<file path="config.mk">
export PLATFORM = sky130hd
export DESIGN_NAME = ram_fifo_ctrl
export DESIGN_NICKNAME = d
export VERILOG_FILES = /design/src/rtl/ram_fifo_ctrl.sv
export SDC_FILE = /design/constraint.sdc
export NUM_CORES = 1
export LEC_CHECK = 0
export CAP_MARGIN = 20
export CORE_ASPECT_RATIO = 1.2
export CORE_MARGIN = 5
export CORE_UTILIZATION = 40
export DETAILED_ROUTE_END_ITERATION = 16
export PLACE_DENSITY_LB_ADDON = 0.08
export SETUP_SLACK_MARGIN = 0.15
export SYNTH_ARGS = -nofsm -noshare
export SYNTH_HDL_FRONTEND = slang
export SYNTH_SLANG_ARGS = --single-unit
</file>
<file path="constraint.sdc">
create_clock -name clk -period 8.3 [get_ports clk]
set_input_delay 1.66 -clock clk [delete_from_list [all_inputs] [get_ports clk]]
set_output_delay 1.66 -clock clk [all_outputs]
set_load 0.02 [all_outputs]
</file>
<file path="src/rtl/ram_fifo_ctrl.sv">
// Show-ahead FIFO controller wrapped around a simple dual-port RAM with a registered read address.
// It owns the pointers, occupancy counters, flags and the RAM write/read-address ports; q passes the RAM output through.
module ram_fifo_ctrl #(
    parameter int width   = 8,
    parameter int widthad = 4
) (
    input  logic               clk,
    input  logic               rst,
    input  logic               flush,
    input  logic               wrreq,
    input  logic [width-1:0]   data,
    output logic               full,
    input  logic               rdreq,
    output logic [width-1:0]   q,
    output logic               empty,
    output logic [widthad:0]   usedw,
    output logic               overflow,
    output logic               underflow,
    output logic [widthad-1:0] ram_wraddress,
    output logic               ram_wren,
    output logic [width-1:0]   ram_data,
    output logic [widthad-1:0] ram_rdaddress,
    input  logic [width-1:0]   ram_q
);

    localparam logic [widthad:0]   DEPTH_CNT = (widthad+1)'(1 << widthad);
    localparam logic [widthad:0]   CNT_ONE   = (widthad+1)'(1);
    localparam logic [widthad-1:0] PTR_ONE   = widthad'(1);

    logic [widthad-1:0] wr_ptr;
    logic [widthad-1:0] rd_ptr;
    logic [widthad:0]   avail;
    logic               wr_acc;
    logic               rd_acc;
    logic               wr_acc_p1;
    logic [widthad:0]   usedw_nxt;
    logic [widthad:0]   avail_nxt;

    assign full  = (usedw == DEPTH_CNT);
    assign empty = (avail == '0);

    // Requests arriving with rst or flush are dropped so nothing reaches the RAM.
    assign wr_acc = wrreq & ~full  & ~flush & ~rst;
    assign rd_acc = rdreq & ~empty & ~flush & ~rst;

    assign ram_wren      = wr_acc;
    assign ram_data      = data;
    assign ram_wraddress = wr_ptr;
    assign ram_rdaddress = rd_acc ? rd_ptr + PTR_ONE : rd_ptr;
    assign q             = ram_q;

    always_comb begin
        usedw_nxt = usedw;
        case ({wr_acc, rd_acc})
            2'b10:   usedw_nxt = usedw + CNT_ONE;
            2'b01:   usedw_nxt = usedw - CNT_ONE;
            default: usedw_nxt = usedw;
        endcase
    end

    // A write is only readable once the registered copy of its accept has landed.
    always_comb begin
        avail_nxt = avail;
        case ({wr_acc_p1, rd_acc})
            2'b10:   avail_nxt = avail + CNT_ONE;
            2'b01:   avail_nxt = avail - CNT_ONE;
            default: avail_nxt = avail;
        endcase
    end

    // Stage p1: pointers, counters, delayed write accept and sticky flags.
    always_ff @(posedge clk) begin
        if (rst || flush) begin
            wr_ptr    <= '0;
            rd_ptr    <= '0;
            usedw     <= '0;
            avail     <= '0;
            wr_acc_p1 <= 1'b0;
            overflow  <= 1'b0;
            underflow <= 1'b0;
        end else begin
            if (wr_acc) wr_ptr <= wr_ptr + PTR_ONE;
            if (rd_acc) rd_ptr <= rd_ptr + PTR_ONE;
            usedw     <= usedw_nxt;
            avail     <= avail_nxt;
            wr_acc_p1 <= wr_acc;
            if (wrreq && full)  overflow  <= 1'b1;
            if (rdreq && empty) underflow <= 1'b1;
        end
    end

endmodule

</file>
* Word-level counts from Yosys, hierarchy flattened *
Index checks and enable logic that the tools add are counted.

cells by class
  add/subtract/negate cells = 6
  $mul = 0
  div/mod/pow operators = 0
  $lt $le $gt $ge = 0
  eq/ne operators = 5
  shifts and indexed selects = 0
  muxes and demuxes = 3
  bitwise operators = 10
  reductions and logical operators = 6

operators by type and width
  kind                                                 count
  one-hot mux 5 bit (2 select lines)                   2
  adder 5 x 1 -> 5 bit, second input constant          2
  subtractor 5 x 1 -> 5 bit, second input constant     2
  adder 4 x 1 -> 4 bit, second input constant          2
  AND 1 bit                                            6
  equality test 5 bit, second input constant           1
  zero test 5 bit                                      1
  equality test 2 x 1 -> 1 bit, second input constant  2
  equality test 2 bit, second input constant           2
  2-to-1 mux 4 bit                                     1
  inverter 1 bit                                       4
  nonzero test 2 bit                                   2
  logical AND 1 bit                                    2
  logical OR 1 bit                                     1

word-level totals
  flip-flop bits (word level) = 21
  latch bits = 0
  RAM bits = 0
  memory bits (read-only) = 0
  bits of input ports = 21
  memories = 0

* Logic depth before layout (Yosys ltp) *
  depth in word-level cells = 7
  depth in mapped cells = 13

* Worst setup path after synthesis *
No wires, ideal clock.

  path type = in2out
  from = input flush
  to = output ram_rdaddress[2]
  data arrival time = 2.746 ns
  required time = 6.640 ns
  path slack = 3.894 ns
  cell stages on the path = 5
  cell sequence = or2_2 clkbuf_1 nor2_4 nand2_1 xnor2_1

between the ends
  longest elaborated chain between the ends = 4

ends and longest elaborated chain
  element                  line  source
  start: declaration       9     input logic flush,
  inverter 1 bit           44    assign rd_acc = rdreq & ~empty & ~flush & ~rst;
  AND 1 bit (2 in series)  44
  2-to-1 mux 4 bit         --
  end: declaration         22    output logic [widthad-1:0] ram_rdaddress,

No other way between the ends.

* Final worst setup path *
  from = input flush
  to = output ram_rdaddress[1]

Same word-level chain as after synthesis.

==> results.yml <==
grt:
  first_global_vias: 1081
  antenna_found_initial: 0
  globalRoute.totalOverflow: 0
  wire_length_of_the_first_global_routing_pass_um: 4623
  grt_start_max_net_pins: 25
  aggregate_global_route_resource_usage_pct: 12.08
cts:
  cts.sink_count: 21
  number_of_cts_inserted_buffers: 3
  cts-hold-fix-buffers: 0
  postCtsSetupBuffers: 0
  tritoncts: "done"
  cts_max_level: 1
  clock_tree.buffer_depth: 2
  post_cts_resized: 0
  cts-root-buf: "sky130_fd_sc_hd__clkbuf_8"
  worst_skew_pair.late_latency_ns: 0.25
  clock_pin_slew_on_the_worst_setup_and_hold_paths_ns: 0.08
timing:
  setup_viol: 0
  clock_skew_ns: 0.003551
  fin_tns_setup_ns: 0
  final_period_minus_worst_setup_slack_ns: 5.360
  maxSlewHeadroom_pct: 66.55
  whs_ns: 0.4732
  finalHoldViolations: 0
  achievable_frequency_mhz: 186.6
  slew_viol_final: 0
  setup_repair_after_global_routing_missed_its_margin: "false"
  worst_margin_slew_ns: 0.5017
  min_period_over_period_pct: 64.58
layout:
  diodes: 0
  filler_cells: 337
  final_layout_size_suffix_gt1_share_pct: 5.422
  layout_common_cells: "sky130_fd_sc_hd__nor2_1, sky130_fd_sc_hd__clkdlybuf4s50_1, sky130_fd_sc_hd__dfxtp_1"
  multi_input_comb_area_sq_um: 754.5
  nets: 199
  area_delta_synth_final_pct: 11.13
  final-seq-area_sq_um: 420.4
power_and_ir_drop:
  power_switching_share_pct: 22.98
  switchingPower_mw: 0.04250
  total_power_mw: 0.1849
  cellPowerDensity_nw_per_um2: 121.4
  share_comb_of_total_power_pct: 8.1
  internal_cell_power_mw: 0.1424
  sequentialPowerShare_pct: 55.6
  leakagePower_nw: 0.5814
  clock_power_share_pct: 36.2
  worst_ir_drop_vdd_mv: 0.05956
routing:
  post_drt_via_cell_ratio: 5.350
  final_antenna_net_count: 0
  detail_route.wirelength_um: 2744
  drc_errors: 0
  first_iter_violations: 52
  post_drt_wl_per_cell_um: 13.52
  drt_pre_antenna_iters: 4
  via_total_after_detailed_routing: 1086
worst_setup_path:
  cp_max_fo: 24
  crit-reg2reg-capture: "usedw[4]$_SDFFE_PP0P_"
  end_kind: "primary output"
  worstReg2RegStart: "usedw[1]$_SDFFE_PP0P_"
  r2r_cells: 12
  timing.reg2reg.setup_slack_ns: 5.08
  cp_data_arrival_time_ns: 3.70
  worst_path_max_delay_cell: "sky130_fd_sc_hd__clkdlybuf4s50_1"
  worstSetupStartpointType: "primary input"
  kind_of_cell_adding_the_most_delay_to_the_critical_path: "buffers and inverters"
  critPathRequiredTime_ns: 6.64
  worstPathBufferInverterCount: 2
  crit_path_end: "ram_rdaddress[1]"
  critical_path.startpoint: "flush"
  worst_path_largest_cell_delay_ns: 0.53
  critPathKind: "primary input to primary output"
  crit_top_cell: "sky130_fd_sc_hd__clkdlybuf4s50_1"
  cp_cell_sequence: "clkdlybuf4s50_1 > or2_2 > nor2_4 > mux2_4 > clkdlybuf4s50_1"
  timing.critical_path.depth: 5
logic_synthesis:
  post_synth_and_or_nand_nor_area_fraction_pct: 20.44
  synth_area_in_adders_pct: 10.58
  synth.lib_cells_used.distinct: 37
  dominant_combinational_cell_family_by_area_after_synthesis: "simple AND/OR/NAND/NOR gates"
  ys_top_cells_by_area: "sky130_fd_sc_hd__dfxtp_1, sky130_fd_sc_hd__ha_1, sky130_fd_sc_hd__buf_4"
  synth_edf_count: 0
  synthesis.yosys.warnings: 0
  synth_compound_gate_area_share_pct: 12.32
  yosys_most_used_dff: "sky130_fd_sc_hd__dfxtp_1"
  netlist_area_pre_place_sq_um: 1371
  ys_ff_latch: 21
  synth_sequential_area_ratio_pct: 30.66
  mean_cell_area_of_the_mapped_netlist_sq_um: 8.362
  post_synth_mux_area_share_pct: 4.015
  synthCells: 164
  synth_nets: 196
  synth.largest_area_cell: "sky130_fd_sc_hd__dfxtp_1"
  post_synth_xor_area_fraction_pct: 7.664
  area_share_of_the_leading_cell_type_in_the_synthesized_netlist_pct: 30.66
  fraction_of_registers_with_async_set_or_reset_after_synthesis_pct: 0
flow_run:
  drv.max_cap_violation_count: 0
outcome:
  outcome: "completed"
floorplan:
  top_level_ports: 55
  die_w_um: 63.45
  design.die.area_sq_um: 4704
  placeableCoreArea_sq_um: 3338
  count_of_standard_cell_rows: 23
  floorplan.initialDensity_pct: 41.08
  die_h_um: 74.14
placement:
  io_buffers: 22
  place.detailed.hpwl_um: 2029
  routabilityCongestion: 0.8240
min_path:
  min_path_type: "register to register"
==> per-layer routing <==
| layer | wire (um) | part of all wire [%] | GRT usage [%] |
|---|---|---|---|
| met1 | 1224 | 45 | 13.72 |
| met2 | 1367 | 50 | 20.88 |
| met3 | 126 | 4.6 | 3.776 |
| met4 | 25 | 0.91 | 5.312 |
| met5 | 0 | 0 | 0 |
==> per-stage QoR <==
stage          utilization (%)  instances  instance area [sq um]  setup WS [ns]
4_1_cts                  45.65        203                   1524          2.907
3_3_place_gp             44.30        199                   1479          2.945
2_1_floorplan                -        164                   1371          3.894
3_5_place_dp             44.30        199                   1479          2.911
6_report                 45.65        203                   1524          2.940
5_1_grt                  45.65        203                   1524          2.828
==> power by group through the flow <==
stage / sequential (mW) / clock [mW] / combinational [mW]
after floorplan: 0.106 / 0 / 0.0195
after global placement: 0.105 / 0 / 0.0149
after detailed placement: 0.105 / 0 / 0.0153
after CTS: 0.103 / 0.0708 / 0.0153
after global routing: 0.103 / 0.0753 / 0.0165
final: 0.103 / 0.0670 / 0.0151
==> kinds of logic after synthesis <==
| family | after synthesis |
|---|---|
| DFF | 21 |
| AOI/OAI and AO/OA | 28 |
| adders and majority gates | 11 |
| and+or+nand+nor | 53 |
| xor gates and xnor gates | 12 |
| buffers and inverters | 34 |
| muxes | 5 |
==> final cells by class <==
class / count / area share (%)
clock buffer: 4 / 2.956
tap: 37 / 3.038
inverter: 10 / 2.463
multi-input combinational: 109 / 49.51
sequential: 21 / 27.59
timing repair buffer: 22 / 14.45
==> flip-flops by register name, summed over array words and instances (netlist names) <==
name and count:
usedw 5, avail 5, wr_acc_p1 1, rd_ptr 4, underflow 1, overflow 1, ram_wraddress 4
==> how the worst min path moves through the flow <==
| stage | end | slack, ns | cells past startpoint | startpoint |
|---|---|---|---|---|
| 2_1_floorplan | rd_ptr[3]$_SDFF_PP0_ | 0.47 | 2 | rd_ptr[3]$_SDFF_PP0_ |
| 3_3_place_gp | overflow$_SDFFE_PP0P_ | 0.46 | 2 | overflow$_SDFFE_PP0P_ |
| 3_5_place_dp | underflow$_SDFFE_PP0P_ | 0.46 | 2 | underflow$_SDFFE_PP0P_ |
| 4_1_cts | underflow$_SDFFE_PP0P_ | 0.48 | 2 | underflow$_SDFFE_PP0P_ |
| 5_1_grt | underflow$_SDFFE_PP0P_ | 0.53 | 2 | underflow$_SDFFE_PP0P_ |
| 6_report | underflow$_SDFFE_PP0P_ | 0.47 | 2 | underflow$_SDFFE_PP0P_ |
==> worst register-to-register path, stage by stage (launching register included) <==
cell	delay, ns
sky130_fd_sc_hd__dfxtp_1	0.37
sky130_fd_sc_hd__or4b_1	0.60
sky130_fd_sc_hd__o21ai_2	0.35
sky130_fd_sc_hd__nor2_1	0.11
sky130_fd_sc_hd__inv_1	0.08
sky130_fd_sc_hd__ha_1	0.25
sky130_fd_sc_hd__inv_1	0.11
sky130_fd_sc_hd__fa_1	0.38
sky130_fd_sc_hd__nor2b_1	0.17
sky130_fd_sc_hd__o21ai_0	0.13
sky130_fd_sc_hd__nor4b_1	0.17
sky130_fd_sc_hd__or3_1	0.32
sky130_fd_sc_hd__a21oi_1	0.13
==> cells in the mapped netlist, types with 2 or more instances <==
library cell,n
sky130_fd_sc_hd__clkbuf_1,6
sky130_fd_sc_hd__o21ai_0,7
sky130_fd_sc_hd__mux2i_1,4
sky130_fd_sc_hd__inv_1,10
sky130_fd_sc_hd__dfxtp_1,21
sky130_fd_sc_hd__xor2_1,7
sky130_fd_sc_hd__nand2_1,2
sky130_fd_sc_hd__nand3_1,4
sky130_fd_sc_hd__nor3_1,6
sky130_fd_sc_hd__ha_1,10
sky130_fd_sc_hd__xnor2_1,5
sky130_fd_sc_hd__nor2b_1,4
sky130_fd_sc_hd__a21o_1,2
sky130_fd_sc_hd__nor2_1,22
sky130_fd_sc_hd__a21oi_1,13
sky130_fd_sc_hd__nand2b_1,2
sky130_fd_sc_hd__or3_1,4
sky130_fd_sc_hd__buf_4,16
Power figures use the tool's default switching activity.
